`config.mk`:
```
export PLATFORM = sky130hd
export DESIGN_NAME = imem_loader
export DESIGN_NICKNAME = d
export VERILOG_FILES = /design/src/rtl/imem_loader.sv
export SDC_FILE = /design/constraint.sdc
export NUM_CORES = 1
export LEC_CHECK = 0
export CAP_MARGIN = 10
export CORE_MARGIN = 2
export CORE_UTILIZATION = 37
export DETAILED_ROUTE_END_ITERATION = 8
export PLACE_DENSITY = 0.89
export SLEW_MARGIN = 20
export SYNTH_ARGS = -nofsm -noshare
export SYNTH_HDL_FRONTEND = slang
export SYNTH_SLANG_ARGS = --single-unit
```
`constraint.sdc`:
```
create_clock -name clk_i -period 2.04 [get_ports clk_i]
set_input_delay 0.408 -clock clk_i [delete_from_list [all_inputs] [get_ports clk_i]]
set_output_delay 0.408 -clock clk_i [all_outputs]
set_load 0.02 [all_outputs]
```
`src/rtl/imem_loader.sv`:
```
// Instruction memory loader: assembles a little-endian byte stream into 32-bit
// words and writes them to the instruction RAM. While idle, core instruction
// fetches pass straight through to the RAM read port. While a load is running,
// core fetches are stalled.
//
// state     | meaning
// ----------+---------------------------------------------------------------
// S_IDLE    | no load running; fetch port passes through to the RAM
// S_COLLECT | accepting bytes of the current word
// S_WRITE   | one-cycle write of the assembled word
// S_DONE    | one-cycle completion pulse, then back to S_IDLE
module imem_loader #(
   parameter int MEM_WORDS = 2048
) (
   input  logic        clk_i,
   input  logic        rst_i,
   input  logic        start_i,
   input  logic [11:0] len_i,
   input  logic        byte_valid_i,
   input  logic [7:0]  byte_i,
   output logic        byte_ready_o,
   input  logic [11:0] core_addr_i,
   input  logic        core_req_i,
   output logic        core_gnt_o,
   output logic        core_rvalid_o,
   output logic [31:0] core_rdata_o,
   output logic [11:0] mem_addr_o,
   output logic        mem_req_o,
   input  logic        mem_gnt_i,
   input  logic        mem_rvalid_i,
   input  logic [31:0] mem_rdata_i,
   output logic        mem_write_o,
   output logic [10:0] mem_waddr_o,
   output logic [31:0] mem_wdata_o,
   output logic        busy_o,
   output logic        done_o,
   output logic [11:0] words_o
);

   typedef enum logic [1:0] {S_IDLE, S_COLLECT, S_WRITE, S_DONE} state_t;

   localparam logic [11:0] LP_MAX_LEN = 12'(MEM_WORDS);

   state_t      r_state;
   state_t      w_next;
   logic [11:0] r_len;
   logic [11:0] r_word_cnt;
   logic [1:0]  r_byte_cnt;
   logic [31:0] r_word;

   logic [11:0] w_len_clamped;
   logic [11:0] w_cnt_inc;
   logic        w_byte_fire;
   logic        w_idle;

   assign w_len_clamped = (len_i > LP_MAX_LEN) ? LP_MAX_LEN : len_i;
   assign w_cnt_inc     = r_word_cnt + 12'd1;
   assign w_idle        = (r_state == S_IDLE);
   assign w_byte_fire   = (r_state == S_COLLECT) && byte_valid_i;

   // Fetch passthrough in idle; read data always forwarded so a read granted
   // in the start cycle still completes.
   assign mem_addr_o    = core_addr_i;
   assign mem_req_o     = w_idle & core_req_i;
   assign core_gnt_o    = w_idle & mem_gnt_i;
   assign core_rvalid_o = mem_rvalid_i;
   assign core_rdata_o  = mem_rdata_i;

   assign byte_ready_o  = (r_state == S_COLLECT);
   assign mem_write_o   = (r_state == S_WRITE);
   assign mem_waddr_o   = r_word_cnt[10:0];
   assign mem_wdata_o   = r_word;
   assign busy_o        = !w_idle;
   assign done_o        = (r_state == S_DONE);
   assign words_o       = r_word_cnt;

   // State register.
   always_ff @(posedge clk_i or posedge rst_i) begin
      if (rst_i) begin
         r_state <= S_IDLE;
      end else begin
         r_state <= w_next;
      end
   end

   // Next-state decode.
   always_comb begin
      w_next = r_state;
      case (r_state)
         S_IDLE: begin
            if (start_i) begin
               w_next = (w_len_clamped == 12'd0) ? S_DONE : S_COLLECT;
            end
         end
         S_COLLECT: begin
            if (w_byte_fire && (r_byte_cnt == 2'd3)) begin
               w_next = S_WRITE;
            end
         end
         S_WRITE: begin
            w_next = (w_cnt_inc == r_len) ? S_DONE : S_COLLECT;
         end
         S_DONE: begin
            w_next = S_IDLE;
         end
         default: begin
            w_next = S_IDLE;
         end
      endcase
   end

   // Load datapath: captured length, byte/word counters and word assembly.
   always_ff @(posedge clk_i or posedge rst_i) begin
      if (rst_i) begin
         r_len      <= 12'd0;
         r_word_cnt <= 12'd0;
         r_byte_cnt <= 2'd0;
         r_word     <= 32'd0;
      end else begin
         case (r_state)
            S_IDLE: begin
               if (start_i) begin
                  r_len      <= w_len_clamped;
                  r_word_cnt <= 12'd0;
                  r_byte_cnt <= 2'd0;
               end
            end
            S_COLLECT: begin
               if (w_byte_fire) begin
                  r_word[{r_byte_cnt, 3'b000} +: 8] <= byte_i;
                  r_byte_cnt                        <= r_byte_cnt + 2'd1;
               end
            end
            S_WRITE: begin
               r_word_cnt <= w_cnt_inc;
               r_byte_cnt <= 2'd0;
            end
            default: begin
            end
         endcase
      end
   end

endmodule
```
==> impl_metrics.env <==
export IMPL_max_slew_margin_rel_pct=65.8
export IMPL_timing_rr_start="words_o[5]$_DFFE_PP0P_"
export IMPL_yosysSeqAreaShare_pct=43.1
export IMPL_place_hpwl_mm=6.79
export IMPL_clk_pin_slew_ps=70
export IMPL_r2r_setup_slack_ps=80
export IMPL_cts_sinks=60
export IMPL_firstDrtPassIters=5
export IMPL_hold_viol_final=0
export IMPL_yosys_cell_count_top_type="nand2_1"
export IMPL_fin_worst_skew_ps=17.1
export IMPL_crit_path_end_kind="primary output"
export IMPL_synthFlopType="dfrtp_1"
export IMPL_die_area_um2=10200
export IMPL_place_ws_ps=0.830
export IMPL_htreeDepth=3
export IMPL_postLayoutCellArea_um2=4440
export IMPL_synth_common_cells="nand2_1, dfrtp_1, buf_4, o21ai_0, a22o_1"
export IMPL_timing_fmax_mhz=501
export IMPL_period_minus_slack_ps=1990
export IMPL_layout_nets=524
export IMPL_postCtsHoldBufs=0
export IMPL_die_height_um=101
export IMPL_r2r_end="r_state[1]$_DFFE_PP0P_"
export IMPL_ios=177
export IMPL_grt_use_met3_pct=3.40
export IMPL_synth_warning_count=0
export IMPL_synth_top_area_share_pct=43.1
export IMPL_slew_violations=0
export IMPL_post_cts_setup_buffer_count=0
export IMPL_grtUsageMet1_pct=21.2
export IMPL_grt_pass1_wl_mm=14.1
export IMPL_startpoint_type="flip-flop"
export IMPL_maxCapViolCount=0
export IMPL_rows=35
export IMPL_yosys_area_top_type="dfrtp_1"
export IMPL_overflow=0
export IMPL_setup_viol_count_final=0
export IMPL_period_share_pct=97.8
export IMPL_async_flop_share_pct=100
export IMPL_grt_pass1_vias=2931
export IMPL_dpl_instance_area_um2=4250
export IMPL_rr_worst_depth=5
export IMPL_syn_avg_cell_area_um2=8.98
export IMPL_required_ps=1630
export IMPL_die_w_um=101
export IMPL_yosysUniqueCellTypes=46
export IMPL_area_growth_syn_to_layout_pct=27.4
export IMPL_grt_busiest_layer="met2"
export IMPL_dpl_cell_count=547
export IMPL_portBuffers=86
export IMPL_grt_max_degree=24
export IMPL_drc_errors=0
export IMPL_tns_ps=0
export IMPL_wl_per_cell_um=15.4
export IMPL_cts_root_buf="clkbuf_8"
export IMPL_clk_latency_ps=350
export IMPL_core_um2=9200
export IMPL_gp_congestion=0.871
export IMPL_critPathKind="flip-flop to primary output"
export IMPL_worstMarginPinSlew_ps=512
export IMPL_syn_area_um2=3480
export IMPL_clockBufferDepth=2
export IMPL_finalWirelength_mm=8.68
export IMPL_routed_via_density=5.22
export IMPL_outcome="finished, final reports clean"
export IMPL_met2_usage_pct=29.9
export IMPL_ys_ff_latch=60
export IMPL_pwr_density_cell_nw_per_um2=1170
export IMPL_layout_setup_ws_ps=45.3
export IMPL_critPathArrivalTime_ps=1590
export IMPL_post_cts_resized=9
export IMPL_ant_nets=0
export IMPL_ir_worst_vdd_v=0.000438
export IMPL_synthesis_nets=465
export IMPL_antenna_found_initial=0
export IMPL_cts_buffers=9
export IMPL_vias=2933
export IMPL_first_iter_violations=195
export IMPL_hold_class="input port to asynchronous set/reset pin"
export IMPL_crit_fanout=9
export IMPL_leakage_nw=1.90
export IMPL_cts_tree="done"
export IMPL_synth_cells=388
export IMPL_final_cells=562
export IMPL_synth_edf_count=0
export IMPL_initial_core_util_pct=37.9
export IMPL_drive_gt1_share_pct=14.6
export IMPL_grt_usage_pct=17.6
export IMPL_diodes=0
export IMPL_synthTopCellsByArea="dfrtp_1, buf_4, nand2_1, o21ai_0, a22o_1"
==> where the power goes <==
group,internal (W),switching (W)
logic,0.00112,0.00128
clock network,0.000432,0.000482
registers,0.00157,0.000315
==> cell families after synthesis <==
group	after synthesis	share of synthesized area [%]
adder cells (fa/ha/maj)	6	2.15
buffers and inverters	84	15.9
AND/OR/NAND/NOR	133	18.4
flip-flops	60	43.1
XOR/XNOR	13	3.27
multiplexers	8	2.33
AO/OA/AOI/OAI	84	14.8
==> area by class of cell <==
class	count	area [um^2]
clock inverter	6	41.3
fill	812	4760
sequential	60	1510
multi-input combinational	244	1460
tap	111	139
inverter	11	41.3
timing repair buffer	121	1130
clock buffer	9	124
==> registers in the layout, indices dropped and copies added, names as in the netlist <==
register     flops
mem_wdata_o     32
r_byte_cnt       2
r_len           12
r_state          2
words_o         12
==> worst max path at each step <==
stage                                 from                      to  slack, ps  depth (start not counted)
floorplan           words_o[0]$_DFFE_PP0P_  r_state[1]$_DFFE_PP0P_         10                          6
global placement    words_o[0]$_DFFE_PP0P_  r_state[1]$_DFFE_PP0P_         50                          6
detailed placement  words_o[0]$_DFFE_PP0P_  r_state[1]$_DFFE_PP0P_        0.8                          6
CTS                 words_o[4]$_DFFE_PP0P_              words_o[4]          4                          2
global route        words_o[0]$_DFFE_PP0P_  r_state[1]$_DFFE_PP0P_      -0.06                          6
finish              words_o[2]$_DFFE_PP0P_              words_o[2]         50                          2
==> worst max-delay path, cell delays in order (launching register included) <==
cell,delay [ps]
dfrtp_1,430
buf_4,190
clkdlybuf4s50_1,610
==> cell usage in the layout, fill, tap and decap left out, types with 5 or more instances in the layout <==
cell / instances
mux2i_1: 7
buf_4: 34
nand2b_1: 6
dlygate4sd2_1: 6
nor3_1: 6
ha_1: 5
inv_1: 10
nor3b_1: 5
xor2_1: 6
nor2_1: 11
a22o_1: 16
nand2_1: 70
nand3_1: 14
clkdlybuf4s50_1: 80
xnor2_1: 7
clkbuf_8: 9
dfrtp_1: 57
a21oi_1: 10
o21ai_0: 43
==> routing by layer <==
layer / vias up / part of all wire [%]
li1: 1391 / -
met1: 1408 / 40
met2: 105 / 52
met3: 29 / 5.6
met4: 0 / 2.7
met5: - / 0
==> stage by stage <==
| step | power (W) | hold WS, ps | util [%] |
|---|---|---|---|
| after floorplan | 0.00331 | 470 | - |
| after global placement | 0.00419 | 463 | 46.2 |
| after detailed placement | 0.00431 | 469 | 46.2 |
| after CTS | 0.00522 | 434 | 48.1 |
| after global routing | 0.00551 | 460 | 48.3 |
| final | 0.00520 | 415 | 48.3 |
Note: power is estimated with default switching activity, not from simulation.
